## src/rtl/fetch_pkg.sv

```systemverilog
// +------------------------------------------------------------------+
// | Module   : fetch_pkg                                              |
// | Brief    : Shared constants and types for the RV32I fetch stage.  |
// | Revision : 1.0 - initial release                                  |
// +------------------------------------------------------------------+
`default_nettype none

package fetch_pkg;

   localparam logic [31:0] DEFAULT_RESET_PC   = 32'h0000_0000;
   localparam int          DEFAULT_FIFO_DEPTH = 2;
   localparam logic [31:0] INST_NOP           = 32'h0000_0013;

   typedef struct packed {
      logic [31:0] pc;
      logic [31:0] inst;
   } fetch_entry_t;

endpackage

`default_nettype wire

```

## src/rtl/fetch_fifo.sv

```systemverilog
// +------------------------------------------------------------------+
// | Module   : fetch_fifo                                             |
// | Brief    : Synchronous FIFO of fetch entries; flush beats push.   |
// | Revision : 1.0 - initial release                                  |
// +------------------------------------------------------------------+
`default_nettype none

module fetch_fifo
   import fetch_pkg::*;
#(
   parameter int DEPTH = DEFAULT_FIFO_DEPTH
) (
   input  logic                         clk,
   input  logic                         rst_n,
   input  logic                         push,
   input  logic                         pop,
   input  logic                         flush,
   input  fetch_entry_t                 din,
   output fetch_entry_t                 head,
   output logic [$clog2(DEPTH+1)-1:0]   count
);

   localparam int CW = $clog2(DEPTH + 1);
   localparam int AW = (DEPTH > 1) ? $clog2(DEPTH) : 1;

   fetch_entry_t    r_mem [DEPTH];
   logic [AW-1:0]   r_wr_ptr;
   logic [AW-1:0]   r_rd_ptr;
   logic [CW-1:0]   r_count;
   logic            w_do_push;
   logic            w_do_pop;

   function automatic logic [AW-1:0] next_ptr(input logic [AW-1:0] p);
      return (p == AW'(DEPTH - 1)) ? '0 : p + AW'(1);
   endfunction

   assign w_do_pop  = pop && (r_count != '0);
   assign w_do_push = push && ((r_count < CW'(DEPTH)) || w_do_pop);

   always_ff @(posedge clk or negedge rst_n) begin
      if (!rst_n) begin
         r_wr_ptr <= '0;
         r_rd_ptr <= '0;
         r_count  <= '0;
         for (int i = 0; i < DEPTH; i++) begin
            r_mem[i] <= '0;
         end
      end else if (flush) begin
         r_wr_ptr <= '0;
         r_rd_ptr <= '0;
         r_count  <= '0;
      end else begin
         if (w_do_push) begin
            r_mem[r_wr_ptr] <= din;
            r_wr_ptr        <= next_ptr(r_wr_ptr);
         end
         if (w_do_pop) begin
            r_rd_ptr <= next_ptr(r_rd_ptr);
         end
         r_count <= r_count + CW'(w_do_push) - CW'(w_do_pop);
      end
   end

   assign head  = r_mem[r_rd_ptr];
   assign count = r_count;

endmodule

`default_nettype wire

```

## src/rtl/instruction_fetch_unit.sv

```systemverilog
// +------------------------------------------------------------------+
// | Module   : instruction_fetch_unit                                 |
// | Brief    : RV32I IF stage: PC, 1-cycle imem request, output FIFO. |
// |            Optional misaligned-redirect trap: FETCH_MISALIGN_CHECK_EN |
// | Revision : 1.0 - initial release                                  |
// +------------------------------------------------------------------+
`default_nettype none

module instruction_fetch_unit
   import fetch_pkg::*;
#(
   parameter logic [31:0] RESET_PC   = DEFAULT_RESET_PC,
   parameter int          FIFO_DEPTH = DEFAULT_FIFO_DEPTH
) (
   input  logic         clk,
   input  logic         rst_n,
   input  logic         redirect_valid,
   input  logic [31:0]  redirect_pc,
   output logic [29:0]  ic_addr,
   input  logic [31:0]  ic_data,
   output logic         out_valid,
   input  logic         out_ready,
   output logic [31:0]  out_pc,
   output logic [31:0]  out_inst,
   output logic         fetch_err
);

   localparam int CW = $clog2(FIFO_DEPTH + 1);
   localparam int OW = CW + 1;

   logic [31:0]   r_pc;
   logic [31:0]   r_req_pc;
   logic          r_inflight;
   logic          r_fetch_err;

   logic [CW-1:0] w_count;
   logic [OW-1:0] w_occ;
   logic          w_pop;
   logic          w_push;
   logic          w_issue;
   logic          w_misalign;
   logic          w_hold;
   logic [31:0]   w_target;
   fetch_entry_t  w_din;
   fetch_entry_t  w_head;

`ifdef FETCH_MISALIGN_CHECK_EN
   assign w_misalign = redirect_valid && (redirect_pc[1:0] != 2'b00);
   assign w_hold     = r_fetch_err;
`else
   logic  w_unused_lsbs;
   assign w_unused_lsbs = ^redirect_pc[1:0];
   assign w_misalign    = 1'b0;
   assign w_hold        = 1'b0;
`endif

   assign w_target = {redirect_pc[31:2], 2'b00};
   assign ic_addr  = redirect_valid ? redirect_pc[31:2] : r_pc[31:2];

   assign w_pop   = out_valid && out_ready;
   // Occupancy the FIFO will have after this cycle's push/pop; a new issue lands one cycle later.
   assign w_occ   = {1'b0, w_count} + OW'(r_inflight) - OW'(w_pop);
   assign w_issue = !redirect_valid && !w_hold && (w_occ < OW'(FIFO_DEPTH));

   // A word returning in a redirect cycle belongs to the wrong path.
   assign w_push    = r_inflight && !redirect_valid;
   assign w_din.pc   = r_req_pc;
   assign w_din.inst = ic_data;

   always_ff @(posedge clk or negedge rst_n) begin
      if (!rst_n) begin
         r_pc        <= RESET_PC;
         r_req_pc    <= '0;
         r_inflight  <= 1'b0;
         r_fetch_err <= 1'b0;
      end else if (redirect_valid) begin
         r_fetch_err <= w_misalign;
         if (w_misalign) begin
            r_inflight <= 1'b0;
         end else begin
            r_inflight <= 1'b1;
            r_req_pc   <= w_target;
            r_pc       <= w_target + 32'd4;
         end
      end else if (w_issue) begin
         r_inflight <= 1'b1;
         r_req_pc   <= r_pc;
         r_pc       <= r_pc + 32'd4;
      end else begin
         r_inflight <= 1'b0;
      end
   end

   fetch_fifo #(
      .DEPTH (FIFO_DEPTH)
   ) u_fifo (
      .clk   (clk),
      .rst_n (rst_n),
      .push  (w_push),
      .pop   (w_pop),
      .flush (redirect_valid),
      .din   (w_din),
      .head  (w_head),
      .count (w_count)
   );

   assign out_valid = (w_count != '0);
   assign out_pc    = w_head.pc;
   assign out_inst  = w_head.inst;
   assign fetch_err = r_fetch_err;

endmodule

`default_nettype wire
```

## config.mk

```make
export PLATFORM = sky130hd
export DESIGN_NAME = instruction_fetch_unit
export DESIGN_NICKNAME = d
export VERILOG_FILES = /design/src/rtl/fetch_pkg.sv /design/src/rtl/fetch_fifo.sv /design/src/rtl/instruction_fetch_unit.sv
export SDC_FILE = /design/constraint.sdc
export NUM_CORES = 1
export LEC_CHECK = 0
export ABC_AREA = 0
export CAP_MARGIN = 20
export CORE_MARGIN = 1.5
export CORE_UTILIZATION = 57
export DETAILED_ROUTE_END_ITERATION = 10
export PLACE_DENSITY = 0.86
export SKIP_CTS_REPAIR_TIMING = 1
export SYNTH_ARGS = -nofsm -noshare
export SYNTH_HDL_FRONTEND = slang
export SYNTH_SLANG_ARGS = --single-unit
```

## constraint.sdc

```tcl
create_clock -name clk -period 4.4 [get_ports clk]
set_input_delay 0.88 -clock clk [delete_from_list [all_inputs] [get_ports clk]]
set_output_delay 0.88 -clock clk [all_outputs]
set_load 0.005 [all_outputs]
```

==> summary.md <==
| Metric | Value |
|---|---|
| Status | `finished, final reports clean` |
| Layout Nets | `965` |
| Core Region | `0.01571 mm²` |
| Fillcell total | `1060` |
| Fmax | `0.2727 GHz` |
| # DRC | `0` |
| Layer with the highest usage | `met2` |
| Initial DRC count | `465` |
| Post-synth top flop | `dfrtp_1` |
| Vias in the first global route | `6418` |
| Most frequent cell after synthesis | `mux2_2` |
| Clk pwr share | `0.192` |
| Post-synthesis sequential area ratio | `0.5198` |
| Placed insts | `1089` |
| First-pass GRT wire length | `32660 µm` |
| Hold Crit Class | `reg2reg` |
| DPL Wire Length | `13540 µm` |
| CP arrival | `2790 ps` |
| Total congestion overflow | `0` |
| Mapped Cells | `742` |
| Slew headroom | `0.4520` |
| Setup violations, final | `0` |
| Die W | `129.3 µm` |
| YS warnings | `0` |
| R2r startpoint | `u_fifo.count[1]` |
| Netlist cell types | `64` |
| Async set or reset register ratio after synthesis | `1.000` |
| Setup TNS | `0 ps` |
| Setup crit end kind | `primary output` |
| Insertion delay to the later sink of the worst-skew pair | `430 ps` |
| RSZ-0062 raised after global routing | `no` |
| Finished Cell Area | `0.01153 mm²` |
| Crit start category | `input pin` |
| Leakage power | `4.860 nW` |
| Commonest cells post-synth | `mux2_2, dfrtp_1, nor2_1` |
| Dpl ws | `708.0 ps` |
| FF+latch count, synth | `189` |
| Clock transition at path regs | `60 ps` |
| I/O Pins | `164` |
| Vias per std cell | `5.636` |
| Fin Clk Skew | `5.748 ps` |
| Switching part of the total power | `0.3166` |
| Pwr/cell area | `749.0 mW/mm²` |
| H-tree depth | `4` |
| Fin crit period | `3667 ps` |
| Sequential fraction of design power | `0.369` |
| Chip Height | `129.3 µm` |
| WL per Instance | `18.16 µm` |
| Tcrit/Tclk final | `0.8333` |
| Synth Cell Area | `0.009099 mm²` |
| Reg2reg end | `r_pc[22]` |
| Internal power | `5.901 mW` |
| Total GRT Usage | `0.2524` |
| Final Instance Count excl. Fillers | `1119` |
| Share of the synthesized area in the top cell type | `0.5198` |
| GRT met1 Usage | `0.3209` |
| Met3 Track Usage GR | `0.05698` |
| Worst-Margin Slew | `822.0 ps` |
| Gpl congestion | `0.8316` |
| Critical path fanouts, max | `33` |
| Reg2Reg Depth | `13` |
| Sink Count | `189` |
| Clock Tree Root | `clkbuf_16` |
| PortBufs | `158` |
| Top cells by area, synth | `dfrtp_1, mux2_2, mux2i_1, nor2_1, a21oi_1` |
| Slew Limit Fails | `0` |
| Initial antenna violation count | `0` |
| Hold depth | `2` |
| Hold EP | `r_pc[31]` |
| Longest Clk Path Bufs | `2` |
| CTS tree | `yes` |
| Ant. Diodes | `0` |
| Initial Utilization | `0.5791` |
| WS Path Type | `in2out` |
| Layout cells sized above 1 | `0.2802` |
| Post-DP Area | `0.01089 mm²` |
| Pre-Repair DR Iteration Count | `5` |
| Post-layout worst setup margin | `733.5 ps` |
| Area Overhead vs Synth | `26.69%` |
| Die ar. | `0.01673 mm²` |
| Worst hold start | `r_pc[31]` |
| DR vias | `6307` |
| Post-synth EDFFs | `0` |
| Endpoints failing hold | `0` |
| Number of core rows | `46` |
| Largest net degree at the start of global routing | `89` |
| Max IR drop VDD | `0.3784 mV` |
| WL final | `20320 µm` |
| CP required | `3520 ps` |
| Max-cap violations | `0` |
| Synth area leader | `dfrtp_1` |
| GRT met2 Usage | `0.4252` |
| Average size of a mapped cell | `12.26 µm²` |
| Num CTS Buffers | `17` |
| Combinational share of power | `0.439` |
| R2R Setup Slk | `1420 ps` |
| DRT antenna net count | `0` |
| Psw | `2.733 mW` |
[power by group through the flow]
| stage | Clock (mW) | Combinational (mW) | Sequential, mW |
|---|---|---|---|
| global route | 1.75 | 4.13 | 3.30 |
| detailed placement | 0 | 3.80 | 3.19 |
| global placement | 0 | 3.70 | 3.13 |
| CTS | 1.69 | 3.84 | 3.17 |
| finish | 1.66 | 3.79 | 3.18 |
| floorplan | 0 | 2.33 | 2.99 |
[cells by family after synthesis]
logic type | after synthesis | share of synthesized area
compound gates | 78 | 0.05831
xor+xnor | 21 | 0.02021
fa+ha+maj | 5 | 0.007701
buf+inv | 74 | 0.03754
flops | 189 | 0.5198
mux | 220 | 0.2687
other cells | 1 | 0.0004121
simple gates | 154 | 0.08732
[flip-flops by register name (all words and copies together), names as in the netlist]
signal           flops
u_fifo.r_rd_ptr      1
u_fifo.count         2
u_fifo.r_mem       124
u_fifo.r_wr_ptr      1
r_pc                30
r_inflight           1
r_req_pc            30
[worst max path at each step]
stage / start / end / slack, ps / cells past startpoint
5_1_grt: redirect_valid / ic_addr[29] / 610 / 5
2_1_floorplan: redirect_valid / r_pc[22] / 950 / 13
4_1_cts: redirect_valid / ic_addr[29] / 720 / 5
3_3_place_gp: redirect_valid / ic_addr[29] / 730 / 5
6_report: redirect_valid / ic_addr[29] / 730 / 5
3_5_place_dp: out_ready / r_pc[22] / 710 / 12
[layout make-up]
class | instances | area, µm² | share of cell area
clock inverter | 12 | 193.9 | 0.01682
clock buffer | 18 | 439.2 | 0.03810
sequential | 189 | 4731 | 0.4104
timing repair buffer | 172 | 1733 | 0.1503
inverter | 31 | 116.4 | 0.01009
tap | 216 | 270.3 | 0.02345
multi-input combinational | 481 | 4044 | 0.3508
[per-layer routing]
| layer | share of wire | wire length [µm] |
|---|---|---|
| met5 | 0 | 0 |
| met4 | 0.016 | 332 |
| met3 | 0.062 | 1270 |
| met2 | 0.49 | 10010 |
| met1 | 0.43 | 8708 |
[stage by stage]
| step | hold WS [ps] | util | total power, mW |
|---|---|---|---|
| 5_1_grt | 502.3 | 0.7336 | 9.172 |
| 6_report | 484.2 | 0.7336 | 8.634 |
| 3_5_place_dp | 464.8 | 0.6933 | 6.992 |
| 4_1_cts | 481.7 | 0.7336 | 8.701 |
| 2_1_floorplan | 440.7 | - | 5.320 |
| 3_3_place_gp | 456.4 | 0.6933 | 6.827 |
[worst max-delay path: stages]
cell	delay, ps
buf_2	560
buf_4	370
mux2i_1	380
inv_1	90
clkdlybuf4s50_1	490
[layout by cell type, fill, tap and decap left out, types with 2 or more instances in the layout]
master             n
nand3_1            8
xor2_1             2
a21oi_1           37
nor3_1             8
and3_1             4
inv_1             30
mux2i_1           28
nand4b_1           4
a22o_1             3
nand4_1            6
conb_1             3
nor2b_1            2
a31oi_1            2
clkinvlp_4         2
nand3b_1           6
ha_1               4
clkinv_2           4
mux2_2           191
buf_4             10
o21ai_0            4
nor2_1            65
bufinv_16          5
clkdlybuf4s50_1  156
nor4_1             4
and2_1             3
buf_12             4
xnor2_1           19
a221o_1            2
nand2_1           28
dfrtp_1          188
clkbuf_16         17
a21o_1             3
a311oi_1           2
o31ai_1            5
o21a_1             7
nand3_2            2
(Power assumes the default switching activity.)
